--- src/rtl/conv_window_gen_pkg.sv ---
// Shared constants, FSM encoding and a width helper for the 3x3 window generator.
package conv_pkg;

  localparam int PIX_W          = 8;
  localparam int WORD_W         = 64;
  localparam int WIN_W          = 72;
  localparam int BYTES_PER_WORD = WORD_W / PIX_W;
  localparam int LANE_BYTES     = 16;
  localparam int LANE_PTR_W     = 4;
  localparam int LANE_CNT_W     = 5;

  typedef logic [1:0] state_t;

  localparam state_t ST_IDLE     = 2'd0;
  localparam state_t ST_FETCH    = 2'd1;
  localparam state_t ST_WAIT_ROW = 2'd2;
  localparam state_t ST_DONE     = 2'd3;

  // Bits needed to hold the value max_val (never less than one bit).
  function automatic int cnt_bits(input int max_val);
    return (max_val < 2) ? 1 : $clog2(max_val + 1);
  endfunction

endpackage

--- src/rtl/conv_window_gen_if.sv ---
// BRAM read port plus window valid/ready stream of the window generator.
interface conv_window_gen_if #(
  parameter int ADDR_W = 8
) ();
  import conv_pkg::*;

  logic              enb;
  logic [ADDR_W-1:0] addrb;
  logic [WORD_W-1:0] doutb;
  logic [WIN_W-1:0]  window_data;
  logic              window_valid;
  logic              window_ready;

  modport master (
    output enb, addrb, window_data, window_valid,
    input  doutb, window_ready
  );

  modport slave (
    input  enb, addrb, window_data, window_valid,
    output doutb, window_ready
  );

endinterface

--- src/rtl/conv_window_gen_lane.sv ---
// One kernel-row lane: 16-byte ring, written 8 bytes at a time, read as a 3-byte row.
module row_lane_buf
  import conv_pkg::*;
(
  input  logic                  clk,
  input  logic                  reset,
  input  logic                  push,
  input  logic [WORD_W-1:0]     push_data,
  input  logic                  pop,
  input  logic                  flush,
  output logic [LANE_CNT_W-1:0] count,
  output logic [3*PIX_W-1:0]    row_out
);

  logic [PIX_W-1:0]      ring [LANE_BYTES];
  logic [LANE_PTR_W-1:0] wr_ptr;
  logic [LANE_PTR_W-1:0] rd_ptr;

  // Store a pushed word as eight consecutive ring bytes starting at the write pointer.
  always_ff @(posedge clk or posedge reset) begin
    if (reset) begin
      for (int i = 0; i < LANE_BYTES; i++) ring[i] <= '0;
    end else if (push && !flush) begin
      for (int k = 0; k < BYTES_PER_WORD; k++)
        ring[wr_ptr + LANE_PTR_W'(k)] <= push_data[PIX_W*k +: PIX_W];
    end
  end

  // Pointer and occupancy bookkeeping; a flush empties the lane at the end of a row.
  always_ff @(posedge clk or posedge reset) begin
    if (reset) begin
      wr_ptr <= '0;
      rd_ptr <= '0;
      count  <= '0;
    end else if (flush) begin
      wr_ptr <= '0;
      rd_ptr <= '0;
      count  <= '0;
    end else begin
      if (push) wr_ptr <= wr_ptr + LANE_PTR_W'(BYTES_PER_WORD);
      if (pop)  rd_ptr <= rd_ptr + LANE_PTR_W'(1);
      count <= count + (push ? LANE_CNT_W'(BYTES_PER_WORD) : LANE_CNT_W'(0))
                     - (pop  ? LANE_CNT_W'(1) : LANE_CNT_W'(0));
    end
  end

  // Three bytes from the read pointer; the mod-16 pointer lets a row span bytes 15,0,1.
  always_comb begin
    row_out = '0;
    for (int j = 0; j < 3; j++)
      row_out[PIX_W*j +: PIX_W] = ring[rd_ptr + LANE_PTR_W'(j)];
  end

endmodule

--- src/rtl/conv_window_gen.sv ---
// Reads a raster image from BRAM into three row lanes and streams every 3x3 window.
module conv_window_gen
  import conv_pkg::*;
#(
  parameter int IMG_W  = 32,
  parameter int IMG_H  = 32,
  parameter int ADDR_W = 8
) (
  input  logic clk,
  input  logic reset,
  input  logic start,
  output logic busy,
  output logic done,
  conv_window_gen_if.master bus
);

  localparam int WPR        = IMG_W / 8;
  localparam int BAND_W     = cnt_bits(IMG_H - 3);
  localparam int WORD_IDX_W = cnt_bits(WPR - 1);
  localparam int COL_W      = cnt_bits(IMG_W - 3);

  state_t                state;
  logic [BAND_W-1:0]     band;
  logic [WORD_IDX_W-1:0] word_idx;
  logic [1:0]            lane;
  logic [COL_W-1:0]      col;
  logic                  rd_pending;
  logic [1:0]            rd_tag;

  logic [LANE_CNT_W-1:0] lane_count [3];
  logic [3*PIX_W-1:0]    lane_row   [3];
  logic [LANE_CNT_W-1:0] sel_count;
  logic [LANE_CNT_W-1:0] sel_inflight;
  logic                  read_ok;
  logic                  handshake;
  logic                  row_end;
  logic                  pop_all;

  // Decide whether the current lane may take another word without overflowing its ring.
  always_comb begin
    sel_count = lane_count[2];
    case (lane)
      2'd0:    sel_count = lane_count[0];
      2'd1:    sel_count = lane_count[1];
      default: sel_count = lane_count[2];
    endcase
    sel_inflight = (rd_pending && (rd_tag == lane)) ? LANE_CNT_W'(BYTES_PER_WORD) : '0;
    read_ok      = (state == ST_FETCH) && ((sel_count + sel_inflight) <= LANE_CNT_W'(8));
  end

  assign bus.enb   = read_ok;
  assign bus.addrb = read_ok ? ADDR_W'((int'(band) + int'(lane)) * WPR + int'(word_idx)) : '0;

  assign bus.window_valid = (lane_count[0] >= LANE_CNT_W'(3)) &&
                            (lane_count[1] >= LANE_CNT_W'(3)) &&
                            (lane_count[2] >= LANE_CNT_W'(3));
  assign bus.window_data  = {lane_row[2], lane_row[1], lane_row[0]};

  assign handshake = bus.window_valid && bus.window_ready;
  assign row_end   = handshake && (col == COL_W'(IMG_W - 3));
  assign pop_all   = handshake && !row_end;

  assign busy = (state == ST_FETCH) || (state == ST_WAIT_ROW);
  assign done = (state == ST_DONE);

  for (genvar g = 0; g < 3; g++) begin : g_lane
    row_lane_buf u_lane (
      .clk       (clk),
      .reset     (reset),
      .push      (rd_pending && (rd_tag == 2'(g))),
      .push_data (bus.doutb),
      .pop       (pop_all),
      .flush     (row_end),
      .count     (lane_count[g]),
      .row_out   (lane_row[g])
    );
  end

  // Frame sequencing: fetch each band word by word in lane order, then wait for the row flush.
  always_ff @(posedge clk or posedge reset) begin
    if (reset) begin
      state    <= ST_IDLE;
      band     <= '0;
      word_idx <= '0;
      lane     <= '0;
    end else begin
      case (state)
        ST_IDLE: begin
          if (start) begin
            state    <= ST_FETCH;
            band     <= '0;
            word_idx <= '0;
            lane     <= '0;
          end
        end
        ST_FETCH: begin
          if (read_ok) begin
            if (lane == 2'd2) begin
              lane <= '0;
              if (word_idx == WORD_IDX_W'(WPR - 1)) state <= ST_WAIT_ROW;
              else word_idx <= word_idx + WORD_IDX_W'(1);
            end else begin
              lane <= lane + 2'd1;
            end
          end
        end
        ST_WAIT_ROW: begin
          if (row_end) begin
            if (band == BAND_W'(IMG_H - 3)) begin
              state <= ST_DONE;
            end else begin
              band     <= band + BAND_W'(1);
              word_idx <= '0;
              lane     <= '0;
              state    <= ST_FETCH;
            end
          end
        end
        default: state <= ST_IDLE;
      endcase
    end
  end

  // Remember which lane a read belongs to so the returning word lands in the right ring.
  always_ff @(posedge clk or posedge reset) begin
    if (reset) begin
      rd_pending <= 1'b0;
      rd_tag     <= '0;
    end else begin
      rd_pending <= read_ok;
      rd_tag     <= lane;
    end
  end

  // Output column within the band; wraps to zero on the row-end handshake.
  always_ff @(posedge clk or posedge reset) begin
    if (reset)          col <= '0;
    else if (row_end)   col <= '0;
    else if (handshake) col <= col + COL_W'(1);
  end

endmodule

--- src/flat_wrapper.sv ---
// flat-port wrapper written by rule: the top's interface ports become plain ports
module conv_window_gen_flat import conv_pkg::*;
#(
  parameter int IMG_W  = 32,
  parameter int IMG_H  = 32,
  parameter int ADDR_W = 8
)
  (clk, reset, start, busy, done, bus_enb, bus_addrb, bus_window_data, bus_window_valid, bus_doutb, bus_window_ready);
  conv_window_gen_if #(.ADDR_W(ADDR_W)) bus_i ();
  input  logic clk;
  input  logic reset;
  input  logic start;
  output logic busy;
  output logic done;
  output wire logic [$bits(bus_i.enb)-1:0] bus_enb;
  output wire logic [$bits(bus_i.addrb)-1:0] bus_addrb;
  output wire logic [$bits(bus_i.window_data)-1:0] bus_window_data;
  output wire logic [$bits(bus_i.window_valid)-1:0] bus_window_valid;
  input wire logic [$bits(bus_i.doutb)-1:0] bus_doutb;
  input wire logic [$bits(bus_i.window_ready)-1:0] bus_window_ready;
  assign bus_enb = bus_i.enb;
  assign bus_addrb = bus_i.addrb;
  assign bus_window_data = bus_i.window_data;
  assign bus_window_valid = bus_i.window_valid;
  assign bus_i.doutb = bus_doutb;
  assign bus_i.window_ready = bus_window_ready;
  conv_window_gen #(.IMG_W(IMG_W), .IMG_H(IMG_H), .ADDR_W(ADDR_W)) u_core (.clk(clk), .reset(reset), .start(start), .busy(busy), .done(done), .bus(bus_i));
endmodule
--- config.mk ---
export PLATFORM = sky130hd
export DESIGN_NAME = conv_window_gen_flat
export DESIGN_NICKNAME = d
export VERILOG_FILES = /design/src/rtl/conv_window_gen_pkg.sv /design/src/rtl/conv_window_gen_if.sv /design/src/rtl/conv_window_gen_lane.sv /design/src/rtl/conv_window_gen.sv /design/src/flat_wrapper.sv
export SDC_FILE = /design/constraint.sdc
export NUM_CORES = 1
export LEC_CHECK = 0
export BUFFER_PORTS_ARGS = -buffer_cell sky130_fd_sc_hd__buf_2
export CAP_MARGIN = 10
export CORE_AREA = 3 3 246 248
export DETAILED_ROUTE_END_ITERATION = 8
export DIE_AREA = 0 0 249 251
export GPL_TIMING_DRIVEN = 0
export PLACE_DENSITY_LB_ADDON = 0.3
export SLEW_MARGIN = 15
export SYNTH_ARGS = -nofsm -noshare
export SYNTH_HDL_FRONTEND = slang
export SYNTH_SLANG_ARGS = --single-unit
--- constraint.sdc ---
create_clock -name clk -period 36.5 [get_ports clk]
set_clock_uncertainty 0.05 [all_clocks]
set_input_delay 1.825 -clock clk [delete_from_list [all_inputs] [get_ports clk]]
set_output_delay 1.825 -clock clk [all_outputs]
set_load 0.1 [all_outputs]
* Yosys cells after proc, flatten, opt, wreduce, memory -nomap -nowiden
Cells that the tools add are included.
** Cells by class
- Add/subtract/negate cells :: 43
- Order comparisons :: 61
- Equal/unequal tests :: 18
- Mux-type cells :: 144
- Bitwise gates (word level) :: 33
- Reduce and logical (&&, ||, !) cells :: 53
** Operator list (count)
- 128-bit bitwise mux :: 24
- 8-bit demux with 4-bit select :: 24
- 8-bit 2-to-1 mux :: 43
- 8-bit binary-select mux with 4-bit select :: 9
- 5-bit greater-or-equal comparator (second input constant) :: 33
- 4-bit inverter with 5-bit output :: 33
- 5-bit by 1-bit less-than comparator with 1-bit output (second input constant) :: 24
- 4-bit 2-to-1 mux :: 16
- 4-bit by 3-bit adder with 4-bit output (second input constant) :: 12
- 5-bit 2-to-1 mux :: 8
- 1-bit logical AND :: 37
- 4-bit by 2-bit adder with 4-bit output (second input constant) :: 9
- 2-bit 2-to-1 mux :: 14
- 4-bit by 1-bit adder with 4-bit output (second input constant) :: 6
- 5-bit case mux with 2 select lines :: 2
- 2-bit case mux with 3 select lines :: 3
- 5-bit by 4-bit adder with 5-bit output :: 3
- 5-bit by 2-bit greater-or-equal comparator with 1-bit output (second input constant) :: 3
- 4-bit adder (second input constant) :: 3
- 2-bit nonzero test :: 6
- 5-bit by 1-bit adder with 5-bit output (second input constant) :: 2
- 2-bit equality test (second input constant) :: 5
- 5-bit equality test (second input constant) :: 2
- 2-bit != test (second input constant) :: 5
- 18 further kinds :: 26
** Word-level totals
- Register bits after elaboration :: 442
- Input bits :: 68
- Output and inout port bits :: 84
- Word-level logic and storage cells :: 416

* Depth between registers and ports, before layout
Gate-level depths: netlist of the first run.
- Depth after elaboration :: 13
- Depth in mapped cells :: 14
- Depth with buffers taken out :: 14

* Cells and area by module
A second synthesis of the first run with hierarchy kept.
** Unflattened totals
- Cell total of the unflattened synthesis :: 1970
- Area total of the unflattened synthesis :: 26396.6 sq um
** By module, submodules not included
- row_lane_buf at u_core.g_lane[0].u_lane ... :: instances 2, cells each 578, area an instance 8146.6 sq um, sequential area each 3453.3 sq um
- row_lane_buf at u_core.g_lane[1].u_lane :: instances 1, cells each 646, area an instance 8618.3 sq um, sequential area each 3453.3 sq um
- conv_window_gen :: instances 1, cells each 168, area an instance 1485.2 sq um, sequential area each 475.5 sq um

* Least setup slack after synthesis of the first run
OpenSTA, ideal clock, no wires.
- Kind :: register to output
- Start point :: reg u_core.g_lane[0].u_lane.rd_ptr[1]
- End point :: out bus_window_data[10]
- Data arrival time :: 3.415 ns
- Data required time :: 34.625 ns
- Path slack :: 31.210 ns
- Stages on the path, launching flop included :: 8
- Path buffers :: 3
- Cells stage by stage :: dfrtp_1 > ha_1 > clkbuf_1 > buf_2 > buf_1 > mux4_2 > nand2_1 > a31oi_1
** Between the ends
- Word-level cells in the longest chain between the ends :: 5
** Ends and longest elaborated chain
- start, declared :: RTL line conv_window_gen_lane.sv:17 : logic [LANE_PTR_W-1:0] rd_ptr;
- start signal, assigned :: RTL line conv_window_gen_lane.sv:41 : if (pop) rd_ptr <= rd_ptr + LANE_PTR_W'(1);
- 4-bit by 1-bit adder with 4-bit output :: RTL line conv_window_gen_lane.sv:51 : row_out[PIX_W*j +: PIX_W] = ring[rd_ptr + LANE_PTR_W'(j)];
- 4-bit inverter with 5-bit output (implied by the code) :: RTL line conv_window_gen_lane.sv:51
- 8-bit binary-select mux with 4-bit select :: RTL line conv_window_gen_lane.sv:51
- 8-bit 2-to-1 mux (implied by the code) (2 in a row) :: RTL line conv_window_gen_lane.sv:51
- end, declared :: RTL line flat_wrapper.sv:17 : output wire logic [$bits(bus_i.window_data)-1:0] bus_window_data;
No other way between the ends. The select of a mux whose other input is x is not followed.

* Worst setup path after layout of the first run
- Start point :: reg u_core.g_lane[0].u_lane.rd_ptr[1]
- End point :: out bus_window_data[8]
Same word-level chain as after synthesis.

==> results.yml, run 1 <==
clock_network:
  clk_pin_slew_ns: 0.06
  clockBufferDepth: 3
  post_cts_buffers: 0
  ctsResizeCount: 0
  insertion_delay_ns: 0.59
  root_buffer: "clkbuf_16"
  cts_tree: "done"
  cts_buffers: 49
  postCtsHoldBufs: 0
  cts.htree.levels: 2
  clkSinkCount: 433
worst_setup_path:
  path_max_fanout: 10
  ff2ff_path_depth: 8
  cp-end-kind: "output pin"
  worstSetupPathType: "reg -> out"
  reg2reg_setup_slack_ns: 33.30
  r2r_end: "u_core.g_lane[0].u_lane.ring[25]"
  critPathRequiredTime_ns: 34.62
  critPathLaunchType: "register"
  crit_arrival_ns: 4.12
  reg2reg_from: "u_core.col[1]"
layout:
  drive_gt1_share_pct: 55.5
  register_area_um2: 10800
  syn2layout_area_growth_pct: 13.9
  fill_cells: 4815
  fin_util_pct: 50.9
  nNetsFinal: 1945
  multi_input_area_um2: 14600
logic_synthesis:
  syn_area_um2: 26300
  yosysWarnings: 0
  yosys_most_used_dff: "dfrtp_1"
  avgSynthCellArea_um2: 16.1
  synthArstFlopShare_pct: 100
  yosysSeqAreaShare_pct: 41.3
  synth_edf_count: 0
  postSynthCellCount: 1633
  syn-num-nets: 1739
  synth.distinct_cells: 53
  ys_seq_elements: 433
global_route:
  grt_antenna_before_repair: 6
  grt_max_degree: 108
  grt_util_all_layers_pct: 28.3
  grt_pass1_vias: 17800
  grt_first_pass_wirelength_um: 128000
  grt_remaining_overflow: 0
routing:
  antenna_left: 0
  totalWireLength_um: 88100
  vias_per_cell: 6.67
  wl_per_cell_um: 33.2
  first_pass_iters: 5
  num_vias: 17700
  drc: 0
  drtIter0Drc: 2288
placed_design:
  portBuffers: 151
  dp_hpwl_um: 63100
  place_congestion: 0.970
timing:
  fin_crit_ns: 6.00
  fmax_ghz: 0.167
  rsz0062_at_grt: "no"
  finalSetupTns_ns: 0
  slew_viol_final: 0
  tightest_slew_ns: 1.12
  max_slew_margin_pct: 25.2
  post-route-period-util_pct: 16.4
  setup_violations: 0
  finalHoldViolations: 0
hold_path:
  hp-start: "u_core.lane[0]"
  min_path_cells: 0
  holdPathEnd: "u_core.rd_tag[0]"
  hp-class: "reg -> reg"
die:
  die_w_um: 249
  rows: 89
  ioPinCount: 152
  die_area_um2: 62500
  initial_utilization_pct: 44.7
  core_um2: 58700
  dieHeight_um: 251
run_status:
  status: "complete, no violations"
job:
  cap_violations: 0
==> sequential cells by signal, indices dropped and copies added, names as in the netlist, 3 cells and up <==
signal                       cells
u_core.g_lane.u_lane.rd_ptr     12
u_core.g_lane.u_lane.wr_ptr      3
u_core.g_lane.u_lane.count      15
u_core.band                      5
u_core.col                       5
u_core.g_lane.u_lane.ring      384
==> synth_stat cells, drive strengths merged, types with 5 or more instances <==
library cell,n,area share [%]
a211oi,16,0.46
a21oi,6,0.11
a31oi,16,0.38
and2,27,0.64
buf,92,2.4
clkbuf,34,0.49
dfrtp,433,41
ha,34,1.6
inv,29,0.41
mux2,387,17
mux2i,5,0.19
mux4,344,30
nand2,66,0.97
nand3,9,0.17
nor2,25,0.40
nor3,12,0.40
o21ai,18,0.34
o31ai,10,0.29
xnor2,20,0.67
xor2,12,0.40
==> cells in the final DEF (no fill, tap or decap), types with 4 or more instances in the layout <==
master	instances
and3_1	4
buf_16	4
nor2_1	23
nand3b_1	4
mux2_1	24
bufinv_16	8
mux2i_1	5
inv_1	28
buf_6	21
a21o_1	4
nand3_1	9
xnor2_1	19
a31oi_1	16
buf_2	204
clkbuf_16	49
xor2_1	9
buf_8	6
mux2_4	60
diode_2	5
nor3_1	7
fa_1	4
ha_1	34
a211oi_1	16
a21oi_1	6
mux2_2	303
o21ai_0	16
and2_1	26
o31ai_1	10
clkbuf_1	39
mux4_2	341
clkbuf_8	14
clkinv_4	4
nand2_1	65
clkinv_2	6
dfrtp_1	433
buf_1	11
==> critical path, stage by stage, from the launching register on <==
cell,delay [ns]
dfrtp_1,0.42
ha_1,0.29
clkbuf_1,0.31
buf_2,0.42
buf_1,0.70
mux4_2,0.38
nand2_1,0.09
a31oi_1,0.39
buf_2,0.50
==> worst max-delay path by stage <==
stage | startpoint | to | slack (ns)
2_1_floorplan | reset | u_core.band[0] | 22.57
3_3_place_gp | reset | u_core.g_lane[2].u_lane.ring[103] | 18.15
3_5_place_dp | u_core.g_lane[0].u_lane.rd_ptr[1] | bus_window_data[8] | 31.24
4_1_cts | u_core.g_lane[0].u_lane.rd_ptr[1] | bus_window_data[8] | 30.60
5_1_grt | u_core.g_lane[0].u_lane.rd_ptr[1] | bus_window_data[8] | 30.48
6_report | u_core.g_lane[0].u_lane.rd_ptr[1] | bus_window_data[8] | 30.50
==> final cells by class <==
| cell class | instances | area share (%) |
|---|---|---|
| clock inverter | 20 | 1.07 |
| timing repair buffer | 155 | 2.90 |
| multi-input combinational | 1045 | 48.7 |
| buffer | 126 | 2.57 |
| sequential | 433 | 36.2 |
| antenna | 5 | 0.0419 |
| clock buffer | 68 | 4.81 |
| inverter | 29 | 0.389 |
| tap | 773 | 3.24 |
==> stage by stage <==
stage	area, um^2	worst slack [ns]	hold WS [ns]	cells
after floorplan	26300	22.57	0.325	1633
after global placement	28000	18.15	0.351	2557
after detailed placement	28100	31.24	0.348	2561
after CTS	29900	30.60	0.361	2649
after global routing	29900	30.48	0.371	2649
final	29900	30.50	0.358	2654
==> kinds of logic after synthesis <==
| kind of cell | after synthesis | synth area share (%) |
|---|---|---|
| XOR/XNOR | 32 | 1.07 |
| buffers and inverters | 155 | 3.34 |
| AO/OA/AOI/OAI | 81 | 2.08 |
| flip-flops | 433 | 41.3 |
| multiplexers | 736 | 47.2 |
| AND/OR/NAND/NOR | 158 | 3.11 |
| adder cells (fa/ha/maj) | 38 | 1.93 |
==> routing by layer <==
layer,vias to the layer above,share of wire [%],global-route usage (%)
met2,1182,44,41.9
li1,6940,-,-
met3,154,12,9.11
met1,9436,39,39.0
met4,2,4.5,11.1
met5,-,0.015,0
Power of run 1 is not shown: default switching activity piles up to over one toggle a cycle in this logic, so the estimate is an artifact.
==> inputs of run 2 (changes only) <==
==> constraint.sdc (replaced) <==
create_clock -name clk -period 6.2 [get_ports clk]
set_clock_uncertainty 0.05 [all_clocks]
set_input_delay 0.31 -clock clk [delete_from_list [all_inputs] [get_ports clk]]
set_output_delay 0.31 -clock clk [all_outputs]
set_load 0.1 [all_outputs]
==> run 2 against run 1 <==
Effect of this change:
- setup slack got worse by 29 ns
- critical path depth did not move
- die area did not move
- via count rose by 1.2%
- global-route usage rose by 0.41 points
- critical path type unchanged
- utilization rose by 0.17 points
- register-to-register slack got worse by 30 ns
- critical endpoint unchanged
==> results.yml, run 2 (synthesized netlist as in run 1, its figures left out) <==
layout:
  top_register: "u_core.g_lane.u_lane.ring"
  largest_reg_flops: 384
  nNetsFinal: 1958
  drive_gt1_share_pct: 55.7
  postLayoutCellArea_um2: 30000
  layout_common_cells: "433 x dfrtp_1, 341 x mux4_2, 303 x mux2_2, 204 x buf_2, 65 x nand2_1"
  final_common_cell: "dfrtp_1"
  reg.largest.list: "u_core.g_lane.u_lane.ring x384, u_core.g_lane.u_lane.count x15, u_core.g_lane.u_lane.rd_ptr x12"
  fin_util_pct: 51.1
  syn2layout_area_growth_pct: 14.3
timing:
  tightest_slew_ns: 1.12
  max_slew_margin_pct: 25.1
  post-route-period-util_pct: 69.6
  slew_viol_final: 0
  fin_crit_ns: 4.32
  layout_setup_ws_ns: 1.88
  rsz0062_at_grt: "no"
  fmax_ghz: 0.232
  hold_slack_ns: 0.122
  setup_violations: 0
  finalHoldViolations: 0
routing:
  drtIter0Drc: 2075
  antenna_left: 0
  totalWireLength_um: 89300
  first_pass_iters: 7
  num_vias: 17900
  drc: 0
  vias_per_cell: 6.73
  wl_per_cell_um: 33.5
clock_network:
  root_buffer: "clkbuf_16"
  clkSinkCount: 433
  cts.htree.levels: 2
  clockBufferDepth: 3
  insertion_delay_ns: 0.59
  clk_pin_slew_ns: 0.06
  cts_buffers: 49
  cts_tree: "done"
placed_design:
  place_congestion: 0.980
  pre_cts_ws_ns: 2.50
  placed_area_um2: 28300
  dp_hpwl_um: 64000
  portBuffers: 151
global_route:
  grt_antenna_before_repair: 5
  grt_remaining_overflow: 0
  grt_pass1_vias: 18200
  grt_max_degree: 38
  grt_first_pass_wirelength_um: 130000
  grt_util_all_layers_pct: 28.7
worst_setup_path:
  slowest_stage: "buf_1"
  critPathRequiredTime_ns: 5.84
  crit_buf_inv: 4
  path_max_fanout: 10
  cp-startpoint: "u_core.g_lane[0].u_lane.rd_ptr[1]"
  cpLargestDelayFamily: "buffers and inverters"
  crit_arrival_ns: 3.96
  path_common_cell: "buf_2"
  reg2reg_from: "u_core.col[1]"
  path_cells: "ha_1 > clkbuf_1 > buf_2 > buf_1 > mux4_2 > nand2_1 > a31oi_1 > buf_2"
  critPathLaunchType: "register"
  max_stage_delay_ns: 0.61
  cp-end-kind: "output pin"
  worstSetupPathType: "reg -> out"
die:
  core_um2: 58700
  die_w_um: 249
  die_area_um2: 62500
  ioPinCount: 152
  initial_utilization_pct: 44.7
  rows: 89
  dieHeight_um: 251
job:
  cap_violations: 0
run_status:
  status: "complete, no violations"
hold_path:
  hp-start: "bus_doutb[53]"
  hp-class: "in -> reg"
-- run 2: area by class of cell --
type | count | area, um^2
inverter | 29 | 113
sequential | 433 | 10800
clock inverter | 23 | 263
fill | 4889 | 28700
clock buffer | 63 | 1370
antenna | 4 | 10.0
buffer | 126 | 768
tap | 773 | 967
timing repair buffer | 168 | 1100
multi-input combinational | 1045 | 14600
-- run 2: metrics by stage --
stage                TNS, ns  cells
CTS                        0   2660
floorplan              -3.18   1633
global route               0   2660
detailed placement         0   2573
finish                     0   2664
global placement    -1016.16   2557
-- run 2: repair_timing --
action / CTS / global route
resized for setup: 0 / 0
hold buffers: 1 / 0
endpoints found under the hold margin: 31 / 0
setup buffers: 0 / 0
-- run 2: routing by layer --
layer	part of all wire [%]	track usage (%)	routed length, um	up-vias
met5	0.015	0	13	-
met4	4.9	12.3	4340	2
met3	12	9.89	10300	176
met1	40	39.2	35600	9676
li1	-	-	-	6953
met2	44	42.0	39100	1115
-- run 2: path summary, 6_finish.rpt --
path	to	slack (ns)	depth (start not counted)
max	bus_window_data[8]	1.88	8
max reg2reg	u_core.g_lane[0].u_lane.ring[28]	2.95	8
min reg2reg	u_core.rd_tag[0]	0.37	0
min in group asynchronous	u_core.g_lane[0].u_lane.count[0]	0.24	3
min	u_core.g_lane[2].u_lane.ring[13]	0.12	2
max in group asynchronous	u_core.g_lane[2].u_lane.ring[95]	4.02	10
Power of run 2 is left out for the same reason.
